--- config.mk ---
export PLATFORM = sky130hd
export DESIGN_NAME = step_pulse_gen
export DESIGN_NICKNAME = d
export VERILOG_FILES = /design/src/rtl/step_pulse_gen_pkg.sv /design/src/rtl/step_pulse_gen_pulse_timer.sv /design/src/rtl/step_pulse_gen.sv
export SDC_FILE = /design/constraint.sdc
export NUM_CORES = 1
export LEC_CHECK = 0
export ABC_AREA = 1
export CORE_MARGIN = 2
export CORE_UTILIZATION = 54
export CTS_BUF_LIST = sky130_fd_sc_hd__clkbuf_4 sky130_fd_sc_hd__clkbuf_8 sky130_fd_sc_hd__clkbuf_16
export DETAILED_ROUTE_END_ITERATION = 10
export GPL_ROUTABILITY_DRIVEN = 0
export PLACE_DENSITY_LB_ADDON = 0.3
export RECOVER_POWER = 25
export SYNTH_ARGS = -nofsm -noshare
export SYNTH_HDL_FRONTEND = slang
export SYNTH_SLANG_ARGS = --single-unit
--- constraint.sdc ---
create_clock -name sysclk -period 1.7 [get_ports sysclk]
set_input_delay 0.17 -clock sysclk [delete_from_list [all_inputs] [get_ports sysclk]]
set_output_delay 0.17 -clock sysclk [all_outputs]
set_load 0.05 [all_outputs]
--- src/rtl/step_pulse_gen_pkg.sv ---
// Shared types and constants for the step pulse generator.
// Latency: n/a (definitions only).
// Backpressure: none; the generator ignores commands while a train is running.
package step_pulse_gen_pkg;

  typedef enum logic [1:0] {
    IDLE = 2'd0,
    HIGH = 2'd1,
    LOW  = 2'd2
  } state_t;

  localparam int WAVE_STEP = 0;
  localparam int WAVE_DIR  = 1;
  localparam int WAVE_EN   = 2;

  localparam int DEF_CNT_W = 8;
  localparam int DEF_DIV_W = 16;

endpackage

--- src/rtl/step_pulse_gen_pulse_timer.sv ---
// Loadable down-counter timing one step phase; tc marks the phase's last cycle.
// Latency: a value loaded on an edge gives tc after load_val cycles (load_val >= 1).
// Backpressure: none; load always wins over counting.
module step_pulse_gen_pulse_timer #(
  parameter int W = 16
) (
  input  logic         clk,
  input  logic         reset,
  input  logic         load,
  input  logic [W-1:0] load_val,
  output logic         tc
);

  logic [W-1:0] cnt;

  // Count down the remaining cycles of the current phase, parking at zero.
  always_ff @(posedge clk) begin
    if (reset) begin
      cnt <= '0;
    end else if (load) begin
      cnt <= load_val;
    end else if (cnt != '0) begin
      cnt <= cnt - 1'b1;
    end
  end

  // A count of one means this is the final cycle of the phase.
  assign tc = (cnt == {{(W-1){1'b0}}, 1'b1});

endmodule

--- src/rtl/step_pulse_gen.sv ---
// Emits a train of pulse_num step pulses (H high / H low) on wave, abortable by stop_in.
// Latency: step rises one cycle after an accepted start; done one cycle after the train ends.
// Backpressure: start is ignored while busy; stop_in lets the current high phase finish.
module step_pulse_gen
  import step_pulse_gen_pkg::*;
#(
  parameter int CNT_W = DEF_CNT_W,
  parameter int DIV_W = DEF_DIV_W
) (
  input  logic             sysclk,
  input  logic             reset,
  input  logic             start,
  input  logic [CNT_W-1:0] pulse_num,
  input  logic [DIV_W-1:0] half_period,
  input  logic             dir,
  input  logic             stop_in,
  output logic [2:0]       wave,
  output logic             busy,
  output logic             done,
  output logic [CNT_W-1:0] remaining,
  output logic             limit_hit
);

  state_t           state, state_nxt;
  logic [CNT_W-1:0] rem_q;
  logic [DIV_W-1:0] h_q;
  logic [DIV_W-1:0] h_in;
  logic             dir_q;
  logic             done_q;
  logic             limit_q;
  logic             stop_pend;
  logic             tc;
  logic             accept;
  logic             stop_end;
  logic             tmr_load;
  logic [DIV_W-1:0] tmr_val;

  // A zero half-period is run as one cycle so the train always advances.
  assign h_in     = (half_period == '0) ? {{(DIV_W-1){1'b0}}, 1'b1} : half_period;
  assign accept   = (state == IDLE) && start;
  // Abort paths: a stop seen during HIGH waits for the high phase to end; LOW aborts at once.
  assign stop_end = ((state == HIGH) && tc && (stop_in || stop_pend)) ||
                    ((state == LOW) && stop_in);

  // While idle the timer tracks the incoming half-period so the first phase is ready on accept.
  assign tmr_load = (state == IDLE) || tc;
  assign tmr_val  = (state == IDLE) ? h_in : h_q;

  step_pulse_gen_pulse_timer #(.W(DIV_W)) u_timer (
    .clk      (sysclk),
    .reset    (reset),
    .load     (tmr_load),
    .load_val (tmr_val),
    .tc       (tc)
  );

  // State register.
  always_ff @(posedge sysclk) begin
    if (reset) begin
      state <= IDLE;
    end else begin
      state <= state_nxt;
    end
  end

  // Next-state selection between idle, high and low phases.
  always_comb begin
    state_nxt = state;
    case (state)
      IDLE: begin
        if (start && !stop_in && (pulse_num != '0)) state_nxt = HIGH;
      end
      HIGH: begin
        if (tc) state_nxt = (stop_in || stop_pend) ? IDLE : LOW;
      end
      LOW: begin
        if (stop_in) begin
          state_nxt = IDLE;
        end else if (tc) begin
          state_nxt = (rem_q != '0) ? HIGH : IDLE;
        end
      end
      default: state_nxt = IDLE;
    endcase
  end

  // Outputs decoded from state; direction stays on the bus even when disabled.
  always_comb begin
    wave            = 3'b000;
    wave[WAVE_STEP] = (state == HIGH);
    wave[WAVE_DIR]  = dir_q;
    wave[WAVE_EN]   = (state != IDLE);
    busy            = (state != IDLE);
    done            = done_q;
    remaining       = rem_q;
    limit_hit       = limit_q;
  end

  // Command latching, pulse accounting and end-of-train status.
  always_ff @(posedge sysclk) begin
    if (reset) begin
      rem_q     <= '0;
      h_q       <= '0;
      dir_q     <= 1'b0;
      done_q    <= 1'b0;
      limit_q   <= 1'b0;
      stop_pend <= 1'b0;
    end else begin
      done_q <= 1'b0;

      if (state == IDLE) begin
        stop_pend <= 1'b0;
      end else if ((state == HIGH) && stop_in) begin
        stop_pend <= 1'b1;
      end

      if (accept) begin
        rem_q   <= pulse_num;
        h_q     <= h_in;
        dir_q   <= dir;
        limit_q <= stop_in;
        if (stop_in || (pulse_num == '0)) done_q <= 1'b1;
      end else begin
        if ((state != IDLE) && (state_nxt == IDLE)) begin
          done_q <= 1'b1;
          if (stop_end) limit_q <= 1'b1;
        end
        // A pulse counts as sent when its high phase ends.
        if ((state == HIGH) && tc && (rem_q != '0)) rem_q <= rem_q - 1'b1;
      end
    end
  end

endmodule

Yosys cells after proc, flatten, opt, wreduce, memory -nomap -nowiden

Cells that the tools add are included.

$add $sub $neg: 2
Eq/ne operators: 3
Muxes and demuxes: 19
Reduce and logical (&&, ||, !) cells: 28

Operators by type and width:

| operator              | count |
|---|---|
| $mux 16               | 4 |
| $eq 16x1->1 const B   | 1 |
| $logic_not 16->1      | 1 |
| $mux 8                | 2 |
| $reduce_bool 16->1    | 1 |
| $reduce_bool 8->1     | 2 |
| $sub 16x1->16 const B | 1 |
| $mux 2                | 5 |
| $reduce_bool 2->1     | 5 |
| $logic_and 1x1->1     | 9 |
| $logic_not 8->1       | 1 |
| $sub 8x1->8 const B   | 1 |
| $mux 1                | 7 |
| $pmux 2 s3            | 1 |
| $logic_not 2->1       | 2 |
| $logic_or 1x1->1      | 4 |
| $eq 2x1->1 const B    | 1 |
| $eq 2x2->1 const B    | 1 |
| $reduce_and 2->1      | 1 |
| $reduce_or 2->1       | 1 |
| $logic_not 1->1       | 1 |

Register bits: 46
Input port bits: 29
Output and inout bits: 14
Word-level logic and storage cells: 60

Longest topological paths before layout

Depth in word-level cells: 9
Mapped depth: 12
Gate-level depth less buffers: 11

By module

A second synthesis with hierarchy kept.

Cell total of the unflattened synthesis: 427
Area total of the unflattened synthesis: 2811.4 µm²

By module, submodules not included:

| module                     | times used | cells each | area an instance (µm²) | sequential area each (µm²) |
|---|---|---|---|---|
| step_pulse_gen             | 1          | 248        | 1669.1                 | 600.6 |
| step_pulse_gen_pulse_timer | 1          | 179        | 1142.3                 | 320.3 |

Least setup slack after synthesis

Ideal clock, no wire load.

Kind: register to register
Start: register state[0]
End: register rem_q[4] (netlist: remaining[4])
Data arrival time: 1.879 ns
Required time: 1.572 ns
Slack: -0.307 ns
Stages on the path, launching flop included: 10
Cells stage by stage: dfxtp_1 -> inv_1 -> nor2_1 -> inv_1 -> nor2_4 -> nand2_4 -> nand2_4 -> nand2_1 -> o21ai_0 -> nor2_1

Word-level cells in the longest chain between the ends: 4
Elaborated cells between the ends (all ways): 7
Those cells by class: 1 x eq/ne; 1 x mux; 5 x reduce/logical

RTL lines:

| item                               | RTL line              | source |
|---|---|---|
| from (decl)                        | step_pulse_gen.sv:24  | `state_t state, state_nxt;` |
| from (signal assigned)             | step_pulse_gen.sv:62  | `state <= state_nxt;` |
| $eq 2x1->1                         | -                     |  |
| net wave[0]                        | step_pulse_gen.sv:17  | `output logic [2:0] wave,` |
| $logic_and 1x1->1 (2 in a row)     | step_pulse_gen.sv:129 | `if ((state == HIGH) && tc && (rem_q != '0)) rem_q <= rem_q - 1'b1;` |
| $reduce_bool 2->1 (no source line) | -                     |  |
| to (signal assigned)               | step_pulse_gen.sv:118 | `rem_q <= pulse_num;` |
| to (signal assigned)               | step_pulse_gen.sv:129 |  |
| to (decl)                          | step_pulse_gen.sv:25  | `logic [CNT_W-1:0] rem_q;` |

The timed path passes the listed nets, and every way through them passes these cells.
A chain may end at the register's enable or synchronous reset.

Final worst setup path

Start: register u_timer.cnt[0]
End: register u_timer.cnt[6]

Word-level cells in the longest chain between the ends: 3
Elaborated cells between the ends (all ways): 7
Those cells by class: 1 x add/sub; 1 x eq/ne; 2 x mux; 3 x reduce/logical

RTL lines:

| item                                         | RTL line                                                           | source |
|---|---|---|
| from (decl)                                  | step_pulse_gen_pulse_timer.sv:14                                   | `logic [W-1:0] cnt;` |
| from (signal assigned)                       | step_pulse_gen_pulse_timer.sv:21                                   | `cnt <= load_val;` |
| from (signal assigned)                       | step_pulse_gen_pulse_timer.sv:23                                   | `cnt <= cnt - 1'b1;` |
| $sub 16x1->16 or $eq 16x1->1 (tied branches) | step_pulse_gen_pulse_timer.sv:23, step_pulse_gen_pulse_timer.sv:28 |  |
| $mux 16 or $logic_or 1x1->1 (tied branches)  | step_pulse_gen_pulse_timer.sv:22, step_pulse_gen.sv:46             |  |
| $mux 16 or $reduce_bool 2->1 (tied branches) | -                                                                  |  |

Parallel ways exist; a longest one is shown, timed or not. The select of a mux whose other input is x is not followed.

==> results.py <==
metrics = {
    "timing": {
        "finalSetupViolCount": 0,
        "max-slew-margin-rel_pct": 59.7,
        "max_freq_mhz": 608,
        "timing.final.crit_share_pct": 96.7,
        "finClkSkew_ps": 13.3,
        "fin_ws_ps": 56.0,
        "worst_pin_slew_ps": 607,
        "rsz0062_at_grt": "true",
        "report.final.slew_viol_count": 0,
        "fin_crit_ps": 1640,
        "report.final.hold_viol_count": 0,
    },
    "floorplanning": {
        "rows": 25,
        "die-area_um2": 5570,
        "die_y_um": 74.6,
        "die_w_um": 74.6,
        "start_util_pct": 56.7,
        "num_io_pins": 43,
        "core_um2": 4750,
    },
    "layout": {
        "area_delta_synth_final_pct": 28.7,
        "antenna_cells": 0,
        "seqCellArea_um2": 935,
        "drive_above_1_share_pct": 16.8,
        "fillers": 381,
        "final_nets": 496,
        "multiInputGateArea_um2": 1580,
        "finalCoreUtilization_pct": 73.0,
        "layout.cells.non_filler": 531,
    },
    "clock_tree": {
        "cts_made_buffers": 5,
        "clk_latency_ps": 310,
        "cts_max_level": 2,
        "ctsRootBufferMaster": "clkbuf_8",
        "cts_max_path_buffers": 2,
        "clk_pin_slew_ps": 100,
        "cts_tree": "done",
        "cts_sinks": 46,
    },
    "grt": {
        "grt_max_degree": 30,
        "grt_usage_pct": 25.8,
        "grt_pass1_vias": 2508,
        "antenna_found_initial": 0,
        "grt-ovfl-total": 0,
        "grt_first_pass_wirelength_mm": 11.2,
    },
    "synth": {
        "avgSynthCellArea_um2": 6.67,
        "syn_nets": 437,
        "synth.area.top_cells": "dfxtp_1 (34%), nand2_1 (11%), nor2_1 (9.3%)",
        "synth.cell_area_um2": 2700,
        "synthTopCellsByCount": "nand2_1 (78), nor2_1 (67), dfxtp_1 (46), inv_1 (41), o21ai_0 (37)",
        "yosysUniqueCellTypes": 33,
        "synth_cells": 404,
        "yosysMostFrequentCell": "nand2_1",
        "synth_top_area_share_pct": 34.2,
        "synth_top_flop_cell": "dfxtp_1",
        "async_flop_share_pct": 0,
        "synth-seq-cells": 46,
        "synth_warnings": 0,
        "ys_seq_area_share_pct": 34.2,
        "yosys.area.top_type": "dfxtp_1",
        "synth_edf_count": 0,
    },
    "job": {
        "cap_violations": 0,
    },
    "pwr": {
        "swShare_pct": 36.8,
        "leakagePower_nw": 1.53,
        "ir_drop_uv": 623,
        "p_comb_share_pct": 33.8,
        "power.density_nw_per_um2": 847,
        "seq_power_share_pct": 43.0,
        "cellInternalPower_mw": 1.86,
        "clock_power_share_pct": 23.2,
        "power.switching_mw": 1.08,
    },
    "worst_setup_path": {
        "cp_data_required_time_ps": 1930,
        "arrival_ps": 1870,
        "end_kind": "register",
        "crit_path_max_fanout": 11,
        "critPathLaunchType": "register",
        "critical_path_class": "reg2reg",
    },
    "drt": {
        "route.detailed.drc": 0,
        "drtIter0Drc": 251,
        "drt_pre_antenna_iters": 5,
        "via_count": 2890,
        "via_per_inst": 5.44,
        "postRouteAntennaNets": 0,
        "wire_per_inst_um": 13.3,
        "wirelength_mm": 7.08,
    },
    "worst_hold_path": {
        "hold_path_class": "in2reg",
    },
    "place": {
        "pre_cts_ws_ps": 8.00,
        "dp_hpwl_mm": 5.03,
        "place_inst": 512,
        "io_buffers": 42,
    },
    "outcome": {
        "status": "completed",
    },
}
==> registers in the layout (all words and copies together), names as in the netlist <==
| register | cells |
|---|---|
| limit_hit | 1 |
| dir_q | 1 |
| stop_pend | 1 |
| state | 2 |
| remaining | 8 |
| done | 1 |
| u_timer.cnt | 16 |
| h_q | 16 |
==> area by class of cell <==
class,instances,share of cell area (%)
clock buffer,5,1.98
sequential,46,26.9
multi-input combinational,298,45.4
timing repair buffer,69,17.9
clock inverter,3,0.613
tap,67,2.42
inverter,43,4.72
==> final timing paths <==
path             startpoint             end  slack (ps)  depth (start not counted)
max          u_timer.cnt[0]  u_timer.cnt[6]          60                          7
min          half_period[1]          h_q[1]         440                          3
max reg2reg  u_timer.cnt[0]  u_timer.cnt[6]          60                          7
min reg2reg         h_q[10]         h_q[10]         460                          2
==> power by group through the flow <==
| stage | clock (mW) | sequential, mW | combinational (mW) |
|---|---|---|---|
| 6_report | 0.682 | 1.26 | 0.993 |
| 3_5_place_dp | 0 | 1.27 | 0.920 |
| 5_1_grt | 0.732 | 1.27 | 1.09 |
| 4_1_cts | 0.682 | 1.25 | 0.924 |
| 3_3_place_gp | 0 | 1.27 | 0.899 |
| 2_1_floorplan | 0 | 1.33 | 0.567 |
==> cell families after synthesis <==
kind of cell / after synthesis / share of synthesized area (%)
XOR/XNOR: 10 / 3.25
buffers and inverters: 61 / 9.80
AO/OA/AOI/OAI: 93 / 18.7
AND/OR/NAND/NOR: 190 / 32.3
flip-flops: 46 / 34.2
adder cells (fa/ha/maj): 4 / 1.86
==> placed cells by master, fill, tap and decap left out, types with 2 or more instances in the layout <==
cell type and instances:
nor2_2 7, buf_4 26, buf_12 4, xor2_1 4, o21ai_1 5, nand2_2 7, dfxtp_2 8, o21ai_0 35
a31oi_1 2, nand2_1 74, clkbuf_8 5, dfxtp_1 37, nor2_4 6, nand4_1 9, clkdlybuf4s50_1 32, inv_2 2
ha_1 3, nand2_4 3, nor2_1 60, xnor2_1 6, o22ai_1 2, o211ai_1 8, inv_1 40, nand3_1 19
clkbuf_1 7, a21oi_1 36, a211oi_1 4
==> per-stage QoR <==
step	TNS, ps	area [µm²]	power, mW	hold slack, ps
floorplan	-9.06	2700	1.90	248
detailed placement	0	3250	2.19	449
CTS	-3.12	3340	2.86	446
finish	0	3470	2.94	444
global placement	0	3250	2.17	442
global route	-187	3470	3.10	470
==> worst max-delay path, cell delays in order (launching register included) <==
cell	delay [ps]
dfxtp_2	360
inv_1	130
ha_1	170
nand2_1	90
nor2_2	200
nand4_4	230
buf_4	220
a31oi_1	150
==> timing repair <==
item | in CTS | in global routing
buffers inserted | 0 | 10
setup endpoints to repair | 1 | 25
cloned | 0 | 1
resized for setup | 0 | 29
hold buffers | 0 | 0
pin swaps | 0 | 7
==> metal layers <==
layer / up-vias / global-route usage [%] / wire (µm)
li1: 1440 / - / -
met1: 1327 / 36.2 / 3230
met2: 104 / 38.7 / 3290
met3: 19 / 6.43 / 403
met4: 0 / 9.13 / 161
met5: - / 0 / 0
Power figures use the tool's default switching activity.
